--- src/rtl/fifo_pkg.sv ---
`default_nettype none
// ============================================================================
// Module      : fifo_pkg
// Description : Shared async-FIFO constants and Gray/binary helper functions.
// Revision    : 1.0 - initial release
// ============================================================================
package fifo_pkg;

    localparam int c_ADDRSIZE_DEFAULT = 4;
    // Helpers work at a fixed maximum width; callers cast in and slice out.
    localparam int c_PTR_MAX = 32;

    function automatic logic [c_PTR_MAX-1:0] bin2gray(input logic [c_PTR_MAX-1:0] bin);
        return (bin >> 1) ^ bin;
    endfunction

    function automatic logic [c_PTR_MAX-1:0] gray2bin(input logic [c_PTR_MAX-1:0] gray);
        logic [c_PTR_MAX-1:0] bin;
        bin[c_PTR_MAX-1] = gray[c_PTR_MAX-1];
        for (int i = c_PTR_MAX - 2; i >= 0; i--) begin
            bin[i] = bin[i+1] ^ gray[i];
        end
        return bin;
    endfunction

endpackage
`default_nettype wire

--- src/rtl/rptr_empty_prog_if.sv ---
`default_nettype none
// ============================================================================
// Module      : rptr_empty_prog_if
// Description : Read-side request/status bundle of the async FIFO.
// Revision    : 1.0 - initial release
// ============================================================================
interface rptr_empty_prog_if
    import fifo_pkg::*;
#(
    parameter int ADDRSIZE = c_ADDRSIZE_DEFAULT
);
    logic                rinc;
    logic [ADDRSIZE:0]   rq2_wptr;
    logic [ADDRSIZE:0]   ae_thresh;
    logic                uflow_clr;
    logic [ADDRSIZE-1:0] raddr;
    logic [ADDRSIZE:0]   rptr;
    logic                rempty;
    logic                raempty;
    logic [ADDRSIZE:0]   rcount;
    logic                rvalid;
    logic                ruflow;

    modport master (
        output rinc, rq2_wptr, ae_thresh, uflow_clr,
        input  raddr, rptr, rempty, raempty, rcount, rvalid, ruflow
    );

    modport slave (
        input  rinc, rq2_wptr, ae_thresh, uflow_clr,
        output raddr, rptr, rempty, raempty, rcount, rvalid, ruflow
    );
endinterface
`default_nettype wire

--- src/rtl/rptr_empty_prog_gray2bin.sv ---
`default_nettype none
// ============================================================================
// Module      : gray2bin
// Description : Combinational Gray-to-binary converter (XOR prefix).
// Revision    : 1.0 - initial release
// ============================================================================
module gray2bin #(
    parameter int WIDTH = 5
) (
    input  wire logic [WIDTH-1:0] i_gray,
    output logic      [WIDTH-1:0] o_bin
);
    for (genvar i = 0; i < WIDTH; i++) begin : g_bit
        assign o_bin[i] = ^i_gray[WIDTH-1:i];
    end
endmodule
`default_nettype wire

--- src/rtl/rptr_empty_prog.sv ---
`default_nettype none
// ============================================================================
// Module      : rptr_empty_prog
// Description : Read pointer, empty/almost-empty, fill level, rvalid, underflow.
// Revision    : 1.0 - initial release
// ============================================================================
module rptr_empty_prog
    import fifo_pkg::*;
#(
    parameter int ADDRSIZE = c_ADDRSIZE_DEFAULT
) (
    input  wire logic        rclk,
    input  wire logic        rrst_n,
    rptr_empty_prog_if.slave bus
);
    localparam int c_PW = ADDRSIZE + 1;

    logic [c_PW-1:0] r_rbin;
    logic [c_PW-1:0] r_rptr;
    logic [c_PW-1:0] r_rcount;
    logic            r_rempty;
    logic            r_raempty;
    logic            r_rvalid;
    logic            r_ruflow;

    logic            w_racc;
    logic [c_PW-1:0] w_rbinnext;
    logic [c_PW-1:0] w_rgraynext;
    logic [c_PW-1:0] w_wbin_s;
    logic [c_PW-1:0] w_cnt_next;

    assign w_racc      = bus.rinc & ~r_rempty;
    assign w_rbinnext  = r_rbin + c_PW'(w_racc);
    assign w_rgraynext = c_PW'(bin2gray(c_PTR_MAX'(w_rbinnext)));
    // Modular difference keeps the level right across the pointer MSB wrap.
    assign w_cnt_next  = w_wbin_s - w_rbinnext;

    gray2bin #(
        .WIDTH (c_PW)
    ) u_wptr_g2b (
        .i_gray (bus.rq2_wptr),
        .o_bin  (w_wbin_s)
    );

    always_ff @(posedge rclk) begin
        if (!rrst_n) r_rbin <= '0;
        else         r_rbin <= w_rbinnext;
    end

    always_ff @(posedge rclk) begin
        if (!rrst_n) r_rptr <= '0;
        else         r_rptr <= w_rgraynext;
    end

    always_ff @(posedge rclk) begin
        if (!rrst_n) r_rcount <= '0;
        else         r_rcount <= w_cnt_next;
    end

    always_ff @(posedge rclk) begin
        if (!rrst_n) r_rempty <= 1'b1;
        else         r_rempty <= (w_rgraynext == bus.rq2_wptr);
    end

    always_ff @(posedge rclk) begin
        if (!rrst_n) r_raempty <= 1'b1;
        else         r_raempty <= (w_cnt_next <= bus.ae_thresh);
    end

    always_ff @(posedge rclk) begin
        if (!rrst_n) r_rvalid <= 1'b0;
        else         r_rvalid <= w_racc;
    end

    // A new underflow event takes priority over a simultaneous clear.
    always_ff @(posedge rclk) begin
        if (!rrst_n)                       r_ruflow <= 1'b0;
        else if (bus.rinc && r_rempty)     r_ruflow <= 1'b1;
        else if (bus.uflow_clr)            r_ruflow <= 1'b0;
    end

    assign bus.raddr   = r_rbin[ADDRSIZE-1:0];
    assign bus.rptr    = r_rptr;
    assign bus.rcount  = r_rcount;
    assign bus.rempty  = r_rempty;
    assign bus.raempty = r_raempty;
    assign bus.rvalid  = r_rvalid;
    assign bus.ruflow  = r_ruflow;

endmodule
`default_nettype wire
--- src/flat_wrapper.sv ---
// flat-port wrapper written by rule: the top's interface ports become plain ports
module rptr_empty_prog_flat import fifo_pkg::*;
#(
    parameter int ADDRSIZE = c_ADDRSIZE_DEFAULT
)
  (rclk, rrst_n, bus_rinc, bus_rq2_wptr, bus_ae_thresh, bus_uflow_clr, bus_raddr, bus_rptr, bus_rempty, bus_raempty, bus_rcount, bus_rvalid, bus_ruflow);
  rptr_empty_prog_if #(.ADDRSIZE(ADDRSIZE)) bus_i ();
  input  wire logic rclk;
  input  wire logic rrst_n;
  input wire logic [$bits(bus_i.rinc)-1:0] bus_rinc;
  input wire logic [$bits(bus_i.rq2_wptr)-1:0] bus_rq2_wptr;
  input wire logic [$bits(bus_i.ae_thresh)-1:0] bus_ae_thresh;
  input wire logic [$bits(bus_i.uflow_clr)-1:0] bus_uflow_clr;
  output wire logic [$bits(bus_i.raddr)-1:0] bus_raddr;
  output wire logic [$bits(bus_i.rptr)-1:0] bus_rptr;
  output wire logic [$bits(bus_i.rempty)-1:0] bus_rempty;
  output wire logic [$bits(bus_i.raempty)-1:0] bus_raempty;
  output wire logic [$bits(bus_i.rcount)-1:0] bus_rcount;
  output wire logic [$bits(bus_i.rvalid)-1:0] bus_rvalid;
  output wire logic [$bits(bus_i.ruflow)-1:0] bus_ruflow;
  assign bus_i.rinc = bus_rinc;
  assign bus_i.rq2_wptr = bus_rq2_wptr;
  assign bus_i.ae_thresh = bus_ae_thresh;
  assign bus_i.uflow_clr = bus_uflow_clr;
  assign bus_raddr = bus_i.raddr;
  assign bus_rptr = bus_i.rptr;
  assign bus_rempty = bus_i.rempty;
  assign bus_raempty = bus_i.raempty;
  assign bus_rcount = bus_i.rcount;
  assign bus_rvalid = bus_i.rvalid;
  assign bus_ruflow = bus_i.ruflow;
  rptr_empty_prog #(.ADDRSIZE(ADDRSIZE)) u_core (.rclk(rclk), .rrst_n(rrst_n), .bus(bus_i));
endmodule
--- config.mk ---
export PLATFORM = sky130hd
export DESIGN_NAME = rptr_empty_prog_flat
export DESIGN_NICKNAME = d
export VERILOG_FILES = /design/src/rtl/fifo_pkg.sv /design/src/rtl/rptr_empty_prog_if.sv /design/src/rtl/rptr_empty_prog_gray2bin.sv /design/src/rtl/rptr_empty_prog.sv /design/src/flat_wrapper.sv
export SDC_FILE = /design/constraint.sdc
export NUM_CORES = 1
export LEC_CHECK = 0
export CORE_UTILIZATION = 49
export DETAILED_ROUTE_END_ITERATION = 8
export GPL_ROUTABILITY_DRIVEN = 0
export GPL_TIMING_DRIVEN = 0
export PLACE_DENSITY = 0.84
export SLEW_MARGIN = 15
export SYNTH_ARGS = -nofsm -noshare
export SYNTH_HDL_FRONTEND = slang
export SYNTH_SLANG_ARGS = --single-unit
--- constraint.sdc ---
create_clock -name rclk -period 8.35 [get_ports rclk]
set_input_delay 1.67 -clock rclk [delete_from_list [all_inputs] [get_ports rclk]]
set_output_delay 1.67 -clock rclk [all_outputs]
set_load 0.05 [all_outputs]
**Yosys cells after proc, flatten, opt, wreduce, memory -nomap -nowiden**

Cells that the tools add are included.

- Register bits after elaboration: 19
- Bits in latches: 0
- Memory bits (writable): 0
- Bits in read-only memories: 0
- Memories kept: 0

- Add/subtract/negate cells: 2
- $mul: 0
- Div/mod/pow operators: 0
- Order comparisons: 1
- Equal/unequal tests: 1
- Shift-type cells: 0
- Mux-type cells: 2
- Bitwise logic cells: 3
- Reductions and logical operators: 6

Operator list:

| kind | count |
|---|---|
| $add A5 B1 Y5 | 1 |
| $eq A5 B5 Y1 | 1 |
| $le A5 B5 Y1 | 1 |
| $reduce_xor A5 Y1 | 1 |
| $sub A5 B5 Y5 | 1 |
| $xor A4 B5 Y5 | 1 |
| $reduce_xor A4 Y1 | 1 |
| $reduce_xor A3 Y1 | 1 |
| $mux W1 | 2 |
| $reduce_bool A2 Y1 | 1 |
| $reduce_xor A2 Y1 | 1 |
| $and A1 B1 Y1 | 1 |
| $logic_and A1 B1 Y1 | 1 |
| $not A1 Y1 | 1 |

**Depth between registers and ports, before layout**

- Depth in word-level cells: 5
- Gate-level depth with buffers: 13
- Depth with buffers taken out: 13

**Hierarchy**

A second synthesis with hierarchy kept.

- Cells, all modules: 112
- Area total of the unflattened synthesis: 1,101.1 um2

By module, submodules not included:

| module | times used | cells an instance | area each (um2) | seq. area each (um2) |
|---|---|---|---|---|
| rptr_empty_prog | 1 | 106 | 1,028.5 | 360.3 |
| gray2bin | 1 | 6 | 72.6 | 0.0 |

**Worst setup path after synthesis**

No wires, ideal clock.

- Kind: input to register
- Start: input port bus_rq2_wptr[4]
- End: register u_core.r_raempty (netlist: u_core.bus.raempty)
- Arrival time: 4,201 ps
- Path slack: 4,066 ps
- Stages: 13
- Path buffers: 0
- Cells stage by stage: xor2_1 > xnor2_1 > xor2_1 > xor2_1 > ha_1 > fa_1 > inv_1 > ha_1 > nor2b_1 > o21a_1 > o21a_1 > o21a_1 > o221ai_1

- Longest elaborated chain between the ends: 3
- Elaborated cells on any way between the ends: 6
- Classes of those cells: add/sub (1); order compare (1); reduce/logical (4)

RTL lines:

| element | line | source |
|---|---|---|
| start, declared | flat_wrapper.sv:11 | `input wire logic [$bits(bus_i.rq2_wptr)-1:0] bus_rq2_wptr;` |
| $reduce_xor A5 Y1 / $reduce_xor A4 Y1 (equally long branches) | rptr_empty_prog_gray2bin.sv:14 | `assign o_bin[i] = ^i_gray[WIDTH-1:i];` |
| $sub A5 B5 Y5 (*) | rptr_empty_prog.sv:36 | `assign w_cnt_next = w_wbin_s - w_rbinnext;` |
| via u_core.w_cnt_next[1] | rptr_empty_prog.sv:30 | `logic [c_PW-1:0] w_cnt_next;` |
| $le A5 B5 Y1 (*) | rptr_empty_prog.sv:67 | `else r_raempty <= (w_cnt_next <= bus.ae_thresh);` |
| end signal, assigned | rptr_empty_prog.sv:67 |  |
| end, declared | rptr_empty_prog.sv:22 | `logic r_raempty;` |

Mark *: on every way through the listed nets, which the timed path passes. The rest lies on a longest branch.
A chain may end at the register's enable or synchronous reset.

**Worst setup path after layout**

- Start: input port bus_rq2_wptr[3]
- End: register u_core.r_raempty (netlist: u_core.bus.raempty)

Same word-level chain as after synthesis.

==> impl_metrics.tcl <==
set metrics [dict create \
    end_kind "flop" \
    worst_pin_slew_ns 0.514 \
    clk_path_buf_depth 2 \
    core_um2 1960 \
    grt_setup_unrepaired "no" \
    yosysSeqAreaShare_pct 35.2 \
    ctsHoldBuffers 0 \
    critPathRequiredTime_ns 8.57 \
    r2r-end "u_core.bus.raempty" \
    cts_setup_buffers 0 \
    area_delta_synth_final_pct 37.2 \
    grt_first_pass_wirelength_um 2760 \
    fmax_ghz 0.214 \
    cts.clk_slew.worst_paths_ns 0.10 \
    wire_per_inst_um 10.7 \
    layout_min_cycle_time_ns 4.68 \
    crit_type "in2reg" \
    drive_above_1_share_pct 7.41 \
    syn_nets 125 \
    synth.distinct_cells 23 \
    synthesis.area_um2 1020 \
    setup_viol 0 \
    cts_tree "yes" \
    ir_worst_vdd_mv 0.118 \
    syn_area_per_cell_um2 10.2 \
    utilization_pct 71.6 \
    outcome "finished, final reports clean" \
    cts_sinks 18 \
    viasPerCell 4.60 \
    drtAntennaViolNets 0 \
    first_pass_iters 4 \
    io_buffers 31 \
    rrSetupSlack_ns 5.42 \
    totalWireLength_um 1730 \
    cap_violations 0 \
    htreeDepth 1 \
    via_count 746 \
    grt_util_met2_pct 30.0 \
    pin_count 32 \
    use_met1_pct 21.6 \
    startpoint_type "primary input" \
    cp_max_fo 3 \
    yosysWarnings 0 \
    hold_class "reg2reg" \
    rows 16 \
    synth_area_leaders "dfxtp_1, ha_1, xnor2_1" \
    cts_resized 0 \
    grt_max_degree 11 \
    clock_skew_ns 0.00285 \
    drc 0 \
    mostFrequentLayoutCells "clkdlybuf4s50_1, dfxtp_1, xor2_1, xnor2_1, inv_1" \
    clock-root-buffer "clkbuf_4" \
    final_common_cell "clkdlybuf4s50_1" \
    yosys.area.top_type_share_pct 35.2 \
    use_met3_pct 4.53 \
    cellPowerDensity_nw_per_um2 184 \
    drt_iter0_drc 8 \
    reg2reg_depth 12 \
    synth-seq-cells 18 \
    gr-total-overflow 0 \
    r2r-start "u_core.bus.rempty" \
    numCtsBuffers 3 \
    timing.final.crit_share_pct 56.0 \
    cp.arrival_ns 4.90 \
    endpoint "u_core.bus.raempty" \
    leakage_uw 0.000633 \
    worstSetupStartpoint "bus_rq2_wptr[3]" \
    die_area_um2 2280 \
    insertion_delay_ns 0.30 \
    dp_hpwl_um 1440 \
    fp.dieW_um 47.7 \
    antenna_found_initial 0 \
    insertedDiodeCount 0 \
    fp.dieH_um 47.7 \
    maxSlewHeadroom_pct 65.7 \
    grt_pass1_vias 664 \
    tns_ns 0 \
    fin_nets 161 \
    hold_viol 0 \
    grt_usage_pct 18.2 \
    slew_viol_final 0 \
    yosys.area.top_type "dfxtp_1" \
    syn_inst 100 \
    busiest_layer "met2" \
    start_util_pct 52.2 \
]
## cell families after synthesis
kind of cell,count (synthesis),synth area share [%]
compound gates,10,7.82
xor+xnor,23,21.1
fa+ha+maj,11,14.2
buf+inv,12,4.40
flops,18,35.2
simple gates,26,17.2
## final cells by class
class                      instances  area, µm²
multi-input combinational         70        618
buffer                             1       3.75
inverter                          11       41.3
clock buffer                       4       36.3
tap                               27       33.8
timing repair buffer              31        310
sequential                        18        360
fill                             147        558
## how the worst min path moves through the flow
stage / startpoint / endpoint / cells after the start
2_1_floorplan: u_core.bus.ruflow / u_core.bus.ruflow / 2
3_3_place_gp: u_core.bus.ruflow / u_core.bus.ruflow / 2
3_5_place_dp: u_core.bus.ruflow / u_core.bus.ruflow / 2
4_1_cts: u_core.bus.ruflow / u_core.bus.ruflow / 2
5_1_grt: u_core.bus.ruflow / u_core.bus.ruflow / 2
6_report: u_core.bus.ruflow / u_core.bus.ruflow / 2
## metrics by stage
stage | power (µW) | instances | setup slack [ns] | hold WS (ns) | instance area (µm²)
6_report | 258 | 162 | 3.67 | 0.489 | 1400
4_1_cts | 261 | 162 | 3.64 | 0.496 | 1400
5_1_grt | 276 | 162 | 3.44 | 0.519 | 1400
3_3_place_gp | 204 | 158 | 3.41 | 0.466 | 1370
3_5_place_dp | 207 | 158 | 3.33 | 0.481 | 1370
2_1_floorplan | 175 | 100 | 4.07 | 0.696 | 1020
## worst max-delay path, cell delays in order
cell,delay [ns]
clkdlybuf4s50_1,0.51
xor2_1,0.23
xnor2_1,0.18
xor2_1,0.33
xor2_1,0.12
ha_1,0.24
fa_1,0.51
inv_1,0.05
ha_1,0.29
nor2b_1,0.14
o21a_1,0.16
o21a_1,0.16
o21a_1,0.16
o221ai_1,0.15
## power by group
| part | total, µW | internal [µW] | switching (µW) | leakage, µW |
|---|---|---|---|---|
| Clock | 53.6 | 26.6 | 27.0 | 0.0000210 |
| Sequential | 97.2 | 93.8 | 3.38 | 0.000148 |
| Combinational | 107 | 46.5 | 60.4 | 0.000464 |
| Total | 258 | 167 | 90.8 | 0.000633 |
## metal layers
| layer | vias up | share of wire [%] | wire (µm) |
|---|---|---|---|
| li1 | 392 | - | - |
| met1 | 328 | 44 | 756 |
| met3 | 4 | 5.0 | 86 |
| met4 | 0 | 2.9 | 50 |
| met5 | - | 0 | 0 |
| met2 | 22 | 48 | 838 |
## registers in the layout, indices dropped and copies added (netlist names)
signal and cells:
u_core.bus.rcount 5, u_core.bus.ruflow 1, u_core.bus.raempty 1, u_core.r_rbin 4, u_core.bus.rempty 1, u_core.bus.rvalid 1, u_core.bus.rptr 5
## cells in the mapped netlist
library cell  count
a21boi_0          1
a21o_1            2
a21oi_1           2
and2_1            8
and2_2            3
clkbuf_1          1
dfxtp_1          18
fa_1              1
ha_1             10
inv_1            11
nand2_1           3
nand2b_1          1
nand3_1           2
nand4_4           1
nor2_1            1
nor2b_1           6
nor2b_4           1
o21a_1            3
o221ai_1          1
o41ai_2           1
xnor2_1          11
xor2_1           11
xor3_1            1
No activity file was read; power rests on OpenSTA's default activity.
